===== src/rtl/ram_access_arbiter_pkg.sv =====
// Shared types and RAM command codes for the two-requester SPI RAM arbiter.
package ram_arb_pkg;

    typedef enum logic [2:0] {
        IDLE,
        ADDR,
        DATA,
        WAIT,
        RESP
    } arb_state_e;

    localparam logic [1:0] CMD_WR_ADDR = 2'b00;
    localparam logic [1:0] CMD_WR_DATA = 2'b01;
    localparam logic [1:0] CMD_RD_ADDR = 2'b10;
    localparam logic [1:0] CMD_RD_DATA = 2'b11;

endpackage


===== src/rtl/ram_access_arbiter_if.sv =====
// Requester, response and RAM command bus bundle for ram_access_arbiter.
interface ram_access_arbiter_if #(
    parameter int ADDR_SIZE = 8
);
    logic                 req0_valid;
    logic                 req0_rd;
    logic [ADDR_SIZE-1:0] req0_addr;
    logic [ADDR_SIZE-1:0] req0_wdata;
    logic                 req0_ready;
    logic                 req1_valid;
    logic                 req1_rd;
    logic [ADDR_SIZE-1:0] req1_addr;
    logic [ADDR_SIZE-1:0] req1_wdata;
    logic                 req1_ready;
    logic                 resp_valid;
    logic                 resp_id;
    logic                 resp_err;
    logic [ADDR_SIZE-1:0] resp_rdata;
    logic [ADDR_SIZE+1:0] ram_din;
    logic                 ram_rx_valid;
    logic [ADDR_SIZE-1:0] ram_dout;
    logic                 ram_tx_valid;

    modport slave (
        input  req0_valid, req0_rd, req0_addr, req0_wdata,
        input  req1_valid, req1_rd, req1_addr, req1_wdata,
        output req0_ready, req1_ready,
        output resp_valid, resp_id, resp_err, resp_rdata,
        output ram_din, ram_rx_valid,
        input  ram_dout, ram_tx_valid
    );

    modport master (
        output req0_valid, req0_rd, req0_addr, req0_wdata,
        output req1_valid, req1_rd, req1_addr, req1_wdata,
        input  req0_ready, req1_ready,
        input  resp_valid, resp_id, resp_err, resp_rdata,
        input  ram_din, ram_rx_valid,
        output ram_dout, ram_tx_valid
    );

endinterface


===== src/rtl/ram_access_arbiter_rr_arb2.sv =====
// Two-requester round-robin grant; the pointer moves to the loser on every accept.
module rr_arb2 (
    input  logic       clk,
    input  logic       rst_n,
    input  logic [1:0] req,
    input  logic       accept,
    output logic       grant_valid,
    output logic       grant_id
);

    logic rr_ptr_reg;
    logic rr_ptr_next;

    assign grant_valid = |req;
    // A lone requester always wins; the pointer only breaks ties.
    assign grant_id    = (req == 2'b11) ? rr_ptr_reg : req[1];
    assign rr_ptr_next = accept ? ~grant_id : rr_ptr_reg;

    always_ff @(posedge clk or negedge rst_n) begin
        if (!rst_n) begin
            rr_ptr_reg <= 1'b0;
        end else begin
            rr_ptr_reg <= rr_ptr_next;
        end
    end

endmodule


===== src/rtl/ram_access_arbiter.sv =====
// Shares the SPI RAM command port between two requesters, expanding each transaction into an addr/data word pair.
module ram_access_arbiter
    import ram_arb_pkg::*;
#(
    parameter int ADDR_SIZE  = 8,
    parameter int RD_TIMEOUT = 15
) (
    input logic                  clk,
    input logic                  rst_n,
    ram_access_arbiter_if.slave  bus
);

    localparam int CNT_W = $clog2(RD_TIMEOUT + 1);
    localparam int CMD_W = ADDR_SIZE + 2;

    arb_state_e           state_reg, state_next;
    logic                 id_reg, id_next;
    logic                 rd_reg, rd_next;
    logic [ADDR_SIZE-1:0] addr_reg, addr_next;
    logic [ADDR_SIZE-1:0] wdata_reg, wdata_next;
    logic [ADDR_SIZE-1:0] rdata_reg, rdata_next;
    logic                 err_reg, err_next;
    logic [CNT_W-1:0]     cnt_reg, cnt_next;

    logic [CMD_W-1:0]     ram_din_reg, ram_din_next;
    logic                 ram_rx_valid_reg, ram_rx_valid_next;
    logic                 resp_valid_reg, resp_valid_next;
    logic                 resp_id_reg, resp_id_next;
    logic                 resp_err_reg, resp_err_next;
    logic [ADDR_SIZE-1:0] resp_rdata_reg, resp_rdata_next;

    logic [1:0]           req_valid;
    logic [1:0]           ready;
    logic                 grant_valid;
    logic                 grant_id;
    logic                 accept;

    assign req_valid = {bus.req1_valid, bus.req0_valid};
    assign accept    = (state_reg == IDLE) && grant_valid;

    rr_arb2 u_rr_arb2 (
        .clk         (clk),
        .rst_n       (rst_n),
        .req         (req_valid),
        .accept      (accept),
        .grant_valid (grant_valid),
        .grant_id    (grant_id)
    );

    genvar gi;
    generate
        for (gi = 0; gi < 2; gi++) begin : g_ready
            assign ready[gi] = accept && (grant_id == 1'(gi));
        end
    endgenerate

    assign bus.req0_ready   = ready[0];
    assign bus.req1_ready   = ready[1];
    assign bus.ram_din      = ram_din_reg;
    assign bus.ram_rx_valid = ram_rx_valid_reg;
    assign bus.resp_valid   = resp_valid_reg;
    assign bus.resp_id      = resp_id_reg;
    assign bus.resp_err     = resp_err_reg;
    assign bus.resp_rdata   = resp_rdata_reg;

    always_comb begin
        state_next = state_reg;
        id_next    = id_reg;
        rd_next    = rd_reg;
        addr_next  = addr_reg;
        wdata_next = wdata_reg;
        rdata_next = rdata_reg;
        err_next   = err_reg;
        cnt_next   = cnt_reg;

        case (state_reg)
            IDLE: begin
                if (accept) begin
                    id_next    = grant_id;
                    rd_next    = grant_id ? bus.req1_rd    : bus.req0_rd;
                    addr_next  = grant_id ? bus.req1_addr  : bus.req0_addr;
                    wdata_next = grant_id ? bus.req1_wdata : bus.req0_wdata;
                    rdata_next = '0;
                    err_next   = 1'b0;
                    state_next = ADDR;
                end
            end
            ADDR: state_next = DATA;
            DATA: begin
                cnt_next   = '0;
                state_next = rd_reg ? WAIT : RESP;
            end
            WAIT: begin
                if (bus.ram_tx_valid) begin
                    rdata_next = bus.ram_dout;
                    err_next   = 1'b0;
                    state_next = RESP;
                end else if (cnt_reg == CNT_W'(RD_TIMEOUT)) begin
                    rdata_next = '0;
                    err_next   = 1'b1;
                    state_next = RESP;
                end else begin
                    cnt_next = cnt_reg + 1'b1;
                end
            end
            RESP:    state_next = IDLE;
            default: state_next = IDLE;
        endcase
    end

    // Outputs are decoded from the upcoming state so the registered versions line up with it.
    always_comb begin
        ram_din_next      = '0;
        ram_rx_valid_next = 1'b0;
        resp_valid_next   = 1'b0;
        resp_id_next      = 1'b0;
        resp_err_next     = 1'b0;
        resp_rdata_next   = '0;

        case (state_next)
            ADDR: begin
                ram_rx_valid_next = 1'b1;
                ram_din_next      = {rd_next ? CMD_RD_ADDR : CMD_WR_ADDR, addr_next};
            end
            DATA: begin
                ram_rx_valid_next = 1'b1;
                ram_din_next      = rd_next ? {CMD_RD_DATA, {ADDR_SIZE{1'b0}}}
                                            : {CMD_WR_DATA, wdata_next};
            end
            RESP: begin
                resp_valid_next = 1'b1;
                resp_id_next    = id_next;
                resp_err_next   = err_next;
                resp_rdata_next = rdata_next;
            end
            default: ;
        endcase
    end

    always_ff @(posedge clk or negedge rst_n) begin
        if (!rst_n) begin
            state_reg        <= IDLE;
            id_reg           <= 1'b0;
            rd_reg           <= 1'b0;
            addr_reg         <= '0;
            wdata_reg        <= '0;
            rdata_reg        <= '0;
            err_reg          <= 1'b0;
            cnt_reg          <= '0;
            ram_din_reg      <= '0;
            ram_rx_valid_reg <= 1'b0;
            resp_valid_reg   <= 1'b0;
            resp_id_reg      <= 1'b0;
            resp_err_reg     <= 1'b0;
            resp_rdata_reg   <= '0;
        end else begin
            state_reg        <= state_next;
            id_reg           <= id_next;
            rd_reg           <= rd_next;
            addr_reg         <= addr_next;
            wdata_reg        <= wdata_next;
            rdata_reg        <= rdata_next;
            err_reg          <= err_next;
            cnt_reg          <= cnt_next;
            ram_din_reg      <= ram_din_next;
            ram_rx_valid_reg <= ram_rx_valid_next;
            resp_valid_reg   <= resp_valid_next;
            resp_id_reg      <= resp_id_next;
            resp_err_reg     <= resp_err_next;
            resp_rdata_reg   <= resp_rdata_next;
        end
    end

endmodule


===== src/flat_wrapper.sv =====
// flat-port wrapper written by rule: the top's interface ports become plain ports
module ram_access_arbiter_flat import ram_arb_pkg::*;
#(
    parameter int ADDR_SIZE  = 8,
    parameter int RD_TIMEOUT = 15
)
  (clk, rst_n, bus_req0_valid, bus_req0_rd, bus_req0_addr, bus_req0_wdata, bus_req1_valid, bus_req1_rd, bus_req1_addr, bus_req1_wdata, bus_req0_ready, bus_req1_ready, bus_resp_valid, bus_resp_id, bus_resp_err, bus_resp_rdata, bus_ram_din, bus_ram_rx_valid, bus_ram_dout, bus_ram_tx_valid);
  ram_access_arbiter_if #(.ADDR_SIZE(ADDR_SIZE)) bus_i ();
  input logic clk;
  input logic rst_n;
  input wire logic [$bits(bus_i.req0_valid)-1:0] bus_req0_valid;
  input wire logic [$bits(bus_i.req0_rd)-1:0] bus_req0_rd;
  input wire logic [$bits(bus_i.req0_addr)-1:0] bus_req0_addr;
  input wire logic [$bits(bus_i.req0_wdata)-1:0] bus_req0_wdata;
  input wire logic [$bits(bus_i.req1_valid)-1:0] bus_req1_valid;
  input wire logic [$bits(bus_i.req1_rd)-1:0] bus_req1_rd;
  input wire logic [$bits(bus_i.req1_addr)-1:0] bus_req1_addr;
  input wire logic [$bits(bus_i.req1_wdata)-1:0] bus_req1_wdata;
  output wire logic [$bits(bus_i.req0_ready)-1:0] bus_req0_ready;
  output wire logic [$bits(bus_i.req1_ready)-1:0] bus_req1_ready;
  output wire logic [$bits(bus_i.resp_valid)-1:0] bus_resp_valid;
  output wire logic [$bits(bus_i.resp_id)-1:0] bus_resp_id;
  output wire logic [$bits(bus_i.resp_err)-1:0] bus_resp_err;
  output wire logic [$bits(bus_i.resp_rdata)-1:0] bus_resp_rdata;
  output wire logic [$bits(bus_i.ram_din)-1:0] bus_ram_din;
  output wire logic [$bits(bus_i.ram_rx_valid)-1:0] bus_ram_rx_valid;
  input wire logic [$bits(bus_i.ram_dout)-1:0] bus_ram_dout;
  input wire logic [$bits(bus_i.ram_tx_valid)-1:0] bus_ram_tx_valid;
  assign bus_i.req0_valid = bus_req0_valid;
  assign bus_i.req0_rd = bus_req0_rd;
  assign bus_i.req0_addr = bus_req0_addr;
  assign bus_i.req0_wdata = bus_req0_wdata;
  assign bus_i.req1_valid = bus_req1_valid;
  assign bus_i.req1_rd = bus_req1_rd;
  assign bus_i.req1_addr = bus_req1_addr;
  assign bus_i.req1_wdata = bus_req1_wdata;
  assign bus_req0_ready = bus_i.req0_ready;
  assign bus_req1_ready = bus_i.req1_ready;
  assign bus_resp_valid = bus_i.resp_valid;
  assign bus_resp_id = bus_i.resp_id;
  assign bus_resp_err = bus_i.resp_err;
  assign bus_resp_rdata = bus_i.resp_rdata;
  assign bus_ram_din = bus_i.ram_din;
  assign bus_ram_rx_valid = bus_i.ram_rx_valid;
  assign bus_i.ram_dout = bus_ram_dout;
  assign bus_i.ram_tx_valid = bus_ram_tx_valid;
  ram_access_arbiter #(.ADDR_SIZE(ADDR_SIZE), .RD_TIMEOUT(RD_TIMEOUT)) u_core (.clk(clk), .rst_n(rst_n), .bus(bus_i));
endmodule

===== config.mk =====
export PLATFORM = sky130hd
export DESIGN_NAME = ram_access_arbiter_flat
export DESIGN_NICKNAME = d
export VERILOG_FILES = /design/src/rtl/ram_access_arbiter_pkg.sv /design/src/rtl/ram_access_arbiter_if.sv /design/src/rtl/ram_access_arbiter_rr_arb2.sv /design/src/rtl/ram_access_arbiter.sv /design/src/flat_wrapper.sv
export SDC_FILE = /design/constraint.sdc
export NUM_CORES = 1
export LEC_CHECK = 0
export BUFFER_PORTS_ARGS = -buffer_cell sky130_fd_sc_hd__buf_4
export CAP_MARGIN = 5
export CORE_ASPECT_RATIO = 0.6
export CORE_MARGIN = 2
export CORE_UTILIZATION = 49
export CTS_CLUSTER_DIAMETER = 30
export DETAILED_ROUTE_END_ITERATION = 10
export GPL_TIMING_DRIVEN = 0
export PLACE_DENSITY_LB_ADDON = 0.12
export SYNTH_ARGS = -nofsm -noshare
export SYNTH_HDL_FRONTEND = slang
export SYNTH_HIERARCHICAL = 1
export SYNTH_SLANG_ARGS = --single-unit

===== constraint.sdc =====
create_clock -name clk -period 1.8 [get_ports clk]
set_input_delay 0.09 -clock clk [delete_from_list [all_inputs] [get_ports clk]]
set_output_delay 0.09 -clock clk [all_outputs]
set_load 0.005 [all_outputs]

# Word-level counts from Yosys, hierarchy flattened
# Cells that the tools add are included.
[classes]
addsub = 1
n_eq_ne = 10
n_mux = 36
n_bitwise = 1
reduce_logical = 8
[op_table]
columns = ["cell", "n"]
rows = [
  ["8-bit two-way mux", 10],
  ["10-bit one-hot mux with 2 select lines", 1],
  ["8-bit one-hot mux with 2 select lines", 1],
  ["1-bit two-way mux", 13],
  ["3-bit two-way mux", 4],
  ["3-bit one-hot mux with 4 select lines", 1],
  ["10-bit two-way mux", 1],
  ["3-bit by 2-bit == test with 1-bit output, second input constant", 3],
  ["4-bit two-way mux", 2],
  ["4-bit one-hot mux with 2 select lines", 1],
  ["3-bit by 1-bit == test with 1-bit output, second input constant", 2],
  ["4-bit by 1-bit adder with 4-bit output, second input constant", 1],
  ["4-bit == test, second input constant", 1],
  ["2-bit != test, second input constant", 2],
  ["2-bit OR reduction", 2],
  ["3-bit == test, second input constant", 1],
  ["1-bit logical AND", 3],
  ["3-bit logical NOT", 1],
  ["3-bit AND reduction", 1],
  ["2-bit == test, second input constant", 1],
  ["2-bit two-way mux", 1],
  ["1-bit one-hot mux with 2 select lines", 1],
  ["2-bit nonzero test", 1],
  ["1-bit inverter", 1],
]
[word_totals]
regBits = 57
input_bits = 47
out_inout_bits = 24
word_cells = 71

# Logic depth before layout (Yosys ltp)
[depth]
ltp_word = 7
ltp_mapped = 6
ltp_nobuf = 5

# Modules after synthesis
# Netlist, hierarchy kept.
[by_module_without_submodules]
columns = ["mod", "instances", "cells_each", "area_each_um2", "seq_area_each_um2"]
rows = [
  ["ram_access_arbiter", 1, 179, 2092.0, 1201.2],
  ["rr_arb2", 1, 6, 62.6, 25.0],
]

# Worst setup path after synthesis
# Ideal clock, no wire load.
[synth_timing]
path_kind = "register to register"
startpoint = "register u_core.state_reg[0]"
endpoint = "register u_core.rdata_reg[0]"
setup_time_ns = 0.121
arrival_time_ns = 1.458
required_ns = 1.679
slack_ns = 0.221
stages_incl_launch_ff = 5
path_buffers = 1
synth_period_minus_slack_ns = 1.579
path_cell_list = "dfrtp_1 buf_6 or4b_4 mux2_4 a22o_1"
[synth_via]
elab_chain_cells = 4
elab_cells_between_ends = 5
cone_classes = "eq/ne: 1; mux: 2; reduce/logical: 2"
[synth_lines]
columns = ["item", "line_no", "source"]
rows = [
  ["start: declaration", "ram_access_arbiter.sv:16", "arb_state_e state_reg, state_next;"],
  ["start signal: assignment", "ram_access_arbiter.sv:157", "state_reg <= state_next;"],
  ["3-bit logical NOT", "ram_access_arbiter.sv:39, ram_access_arbiter.sv:76", ""],
  ["1-bit logical AND", "ram_access_arbiter.sv:39", "assign accept = (state_reg == IDLE) && grant_valid;"],
  ["8-bit two-way mux", "ram_access_arbiter.sv:78", "if (accept) begin"],
  ["8-bit one-hot mux with 2 select lines *", "ram_access_arbiter.sv:76", "case (state_reg)"],
  ["named net u_core.rdata_next[0]", "ram_access_arbiter.sv:21", "logic [ADDR_SIZE-1:0] rdata_reg, rdata_next;"],
  ["end signal: assignment", "ram_access_arbiter.sv:162", "rdata_reg <= rdata_next;"],
  ["end: declaration", "ram_access_arbiter.sv:21", ""],
]
# The timed path passes the listed nets; every way through them passes the cells marked *.
# A chain may end at the register's enable or synchronous reset.

# Worst setup path after layout
[layout_timing]
startpoint = "register u_core.state_reg[2]"
endpoint = "output port bus_req0_ready"
[layout_via]
elab_chain_cells = 3
[layout_lines]
columns = ["item", "line_no", "source"]
rows = [
  ["3-bit logical NOT", "ram_access_arbiter.sv:39", ""],
  ["1-bit logical AND", "ram_access_arbiter.sv:39", ""],
  ["1-bit logical AND", "ram_access_arbiter.sv:53", "assign ready[gi] = accept && (grant_id == 1'(gi));"],
  ["end: declaration", "flat_wrapper.sv:19", "output wire logic [$bits(bus_i.req0_ready)-1:0] bus_req0_ready;"],
]
# No other way between the ends.

==> impl_metrics.ini <==
[outcome]
status = complete, no violations

[worst_setup_path]
crit_path_end_kind = output port
cp.buffers_inverters = 2
cpPeakStageDelay_ps = 600
worstSetupPathType = register to output port
crit_slowest_cell = or4b_4
reg2reg_depth = 5
path_max_fanout = 6
cp.depth = 4
worstPathCellList = or4b_4, buf_12, nor2_4, buf_4
cp_top_family = simple AND/OR/NAND/NOR gates
crit_arrival_ps = 1680
cp-start-kind = register
cp.required_ps = 1710

[global_routing]
groute.usage.overall_pct = 18.7
grt_pass1_wl_um = 7190
grt_max_degree = 50
grt_overflow = 0
grt_pass1_vias = 1519
antenna_found_initial = 0

[worst_hold_path]
hp-class = input pin to register
hold_depth = 2

[power_and_ir_drop]
finalPower_w = 0.00414
vdd_drop_max_mv = 0.870
power_density_nw_per_um2 = 1390
leakagePower_nw = 1.57

[timing]
min_period_ps = 1770
clock_skew_ps = 8.92
tns_ps = 0
whs_ps = 9.43
hold_violations = 0
finalCritPeriodShare_pct = 98.6
slew_headroom_pct = 60.6
fmax_mhz = 564
fin_ws_ps = 26.1
drv_slew = 0
worst_pin_slew_ps = 591
setup_violations = 0
rsz0062_at_grt = yes

[clock_tree]
clk_latency_ps = 300
clock_sinks = 49
cts_buffers = 5
tritoncts = done
cts_buffer_depth = 2
cts_root_buf = clkbuf_8
clk_pin_slew_worst_paths_ps = 100
h-tree-depth = 2

[placed_design]
dpl_worst_slack_ps = -30.3
place_area_um2 = 2760
port_buffers = 70
place_congestion = 0.750
hpwl_um = 3200

[floorplan]
rows = 18
core_um2 = 4170
io_pins = 71
initial_core_util_pct = 51.7
die_w_um = 89.6
dieArea_um2 = 4960
die_y_um = 55.4

[layout]
stdcell_area_um2 = 2970
drive_above_1_share_pct = 39.6
diodes = 0
largest_reg_flops = 10
regArea_um2 = 1230
fillers = 318
syn2layout_area_growth_pct = 38.0
multiInputGateArea_um2 = 862
nets = 320

[route]
ant_nets = 0
drcViolationCount = 0
drt_iter0_markers = 77
vias_per_cell = 5.16
wl_um = 4590
routedWlPerCell_um = 13.8
dr.pass1.iters = 4
vias = 1718

[flow_run]
maxCapViolCount = 0

[synthesis]
ys_types = 36
yosysTopAreaCellShare_pct = 56.9
yosysSeqAreaShare_pct = 56.9
ys_async_sr_fraction_pct = 100
syn_nets = 233
syn_avg_cell_area_um2 = 11.6
netlist_instances = 185
ys.flop_type = dfrtp_1
synth_edf_count = 0
yosys_warnings = 6
synth_area_leaders = dfrtp_1 (57%), mux2i_1 (7.9%), a22o_1 (6.5%), a21o_1 (3.8%), nand2_1 (2.6%)
synth_seq_cells = 49
syn_area_um2 = 2150
synth_top_area_cell = dfrtp_1
==> layout make-up <==
cell class | instances | area share (%)
plain buffers | 9 | 2.48
repair buffers | 82 | 21.1
clock inverters | 3 | 0.841
multi-input cells | 122 | 29.0
flip-flops and latches | 49 | 41.3
well taps | 60 | 2.52
inverters | 3 | 0.463
clock buffers | 5 | 2.31
==> path summary, 6_finish.rpt <==
kind,startpoint,to,slack (ps)
hold / removal,bus_ram_dout[6],u_core/bus.resp_rdata[6]$_DFF_PN0_,9
setup reg to reg,u_core/state_reg[2]$_DFF_PN0_,u_core/rd_reg$_DFF_PN0_,60
min in group asynchronous,rst_n,u_core/wdata_reg[7]$_DFF_PN0_,340
max in group asynchronous,rst_n,u_core/state_reg[1]$_DFF_PN0_,1040
hold reg to reg,u_core/id_reg$_DFF_PN0_,u_core/id_reg$_DFF_PN0_,470
setup / recovery,u_core/state_reg[2]$_DFF_PN0_,bus_req0_ready,30
==> timing repair <==
action                                  in CTS  in global routing
hold endpoints to repair                    50                  1
cloned                                       0                  0
setup buffers                                0                  9
hold buffers                                 2                  1
pin swaps                                    0                  0
endpoints found under the setup margin      16                 13
resized for setup                            4                  8
==> report_power, final <==
part | switching [W] | internal (W)
Clock | 0.000387 | 0.000281
Sequential | 0.000220 | 0.00150
Combinational | 0.000820 | 0.000937
Total | 0.00143 | 0.00271
==> placed cells by master, fill, tap and decap left out, drive strengths merged, types with 3 or more instances in the layout <==
cell type / netlist / final
a22o: 16 / 16
dlygate4sd3: 0 / 3
a31oi: 3 / 3
nor2: 15 / 15
nand2: 15 / 15
inv: 3 / 4
a21oi: 5 / 5
mux2i: 17 / 17
dfrtp: 49 / 49
and2: 3 / 3
clkbuf: 3 / 8
o21ai: 11 / 11
buf: 8 / 85
nor2b: 3 / 3
a21o: 11 / 11
nand2b: 3 / 3
==> per-layer routing <==
| layer | vias up | share of wire (%) | global-route usage [%] |
|---|---|---|---|
| met3 | 5 | 6.4 | 5.98 |
| met2 | 51 | 42 | 24.5 |
| li1 | 838 | - | - |
| met5 | - | 0 | 0 |
| met4 | 0 | 0.57 | 4.48 |
| met1 | 824 | 51 | 29.8 |
==> cell families (layout without fill, tap and decap cells) <==
logic type / after synthesis / count (layout) / synth area share [%]
flip-flops: 49 / 49 / 56.9
adder cells (fa/ha/maj): 1 / 1 / 0.581
multiplexers: 18 / 18 / 8.59
AO/OA/AOI/OAI: 51 / 51 / 16.7
buffers and inverters: 14 / 102 / 3.95
AND/OR/NAND/NOR: 52 / 52 / 13.2
==> metrics by stage <==
| stage | std cells | utilization, % |
|---|---|---|
| final | 333 | 71.4 |
| after global routing | 333 | 71.4 |
| after detailed placement | 315 | 66.1 |
| after global placement | 315 | 66.1 |
| after CTS | 323 | 68.9 |
| after floorplan | 185 | - |
==> Yosys cell counts, types with 3 or more instances <==
| cell type | instances |
|---|---|
| nor2_1 | 14 |
| buf_6 | 3 |
| mux2i_1 | 17 |
| inv_1 | 3 |
| nor2b_1 | 3 |
| a22o_1 | 16 |
| o21ai_0 | 11 |
| nand2_1 | 15 |
| a31oi_1 | 3 |
| a21oi_1 | 5 |
| a21o_1 | 11 |
| dfrtp_1 | 49 |
| clkbuf_1 | 3 |
Note: power is estimated with default switching activity, not from simulation.
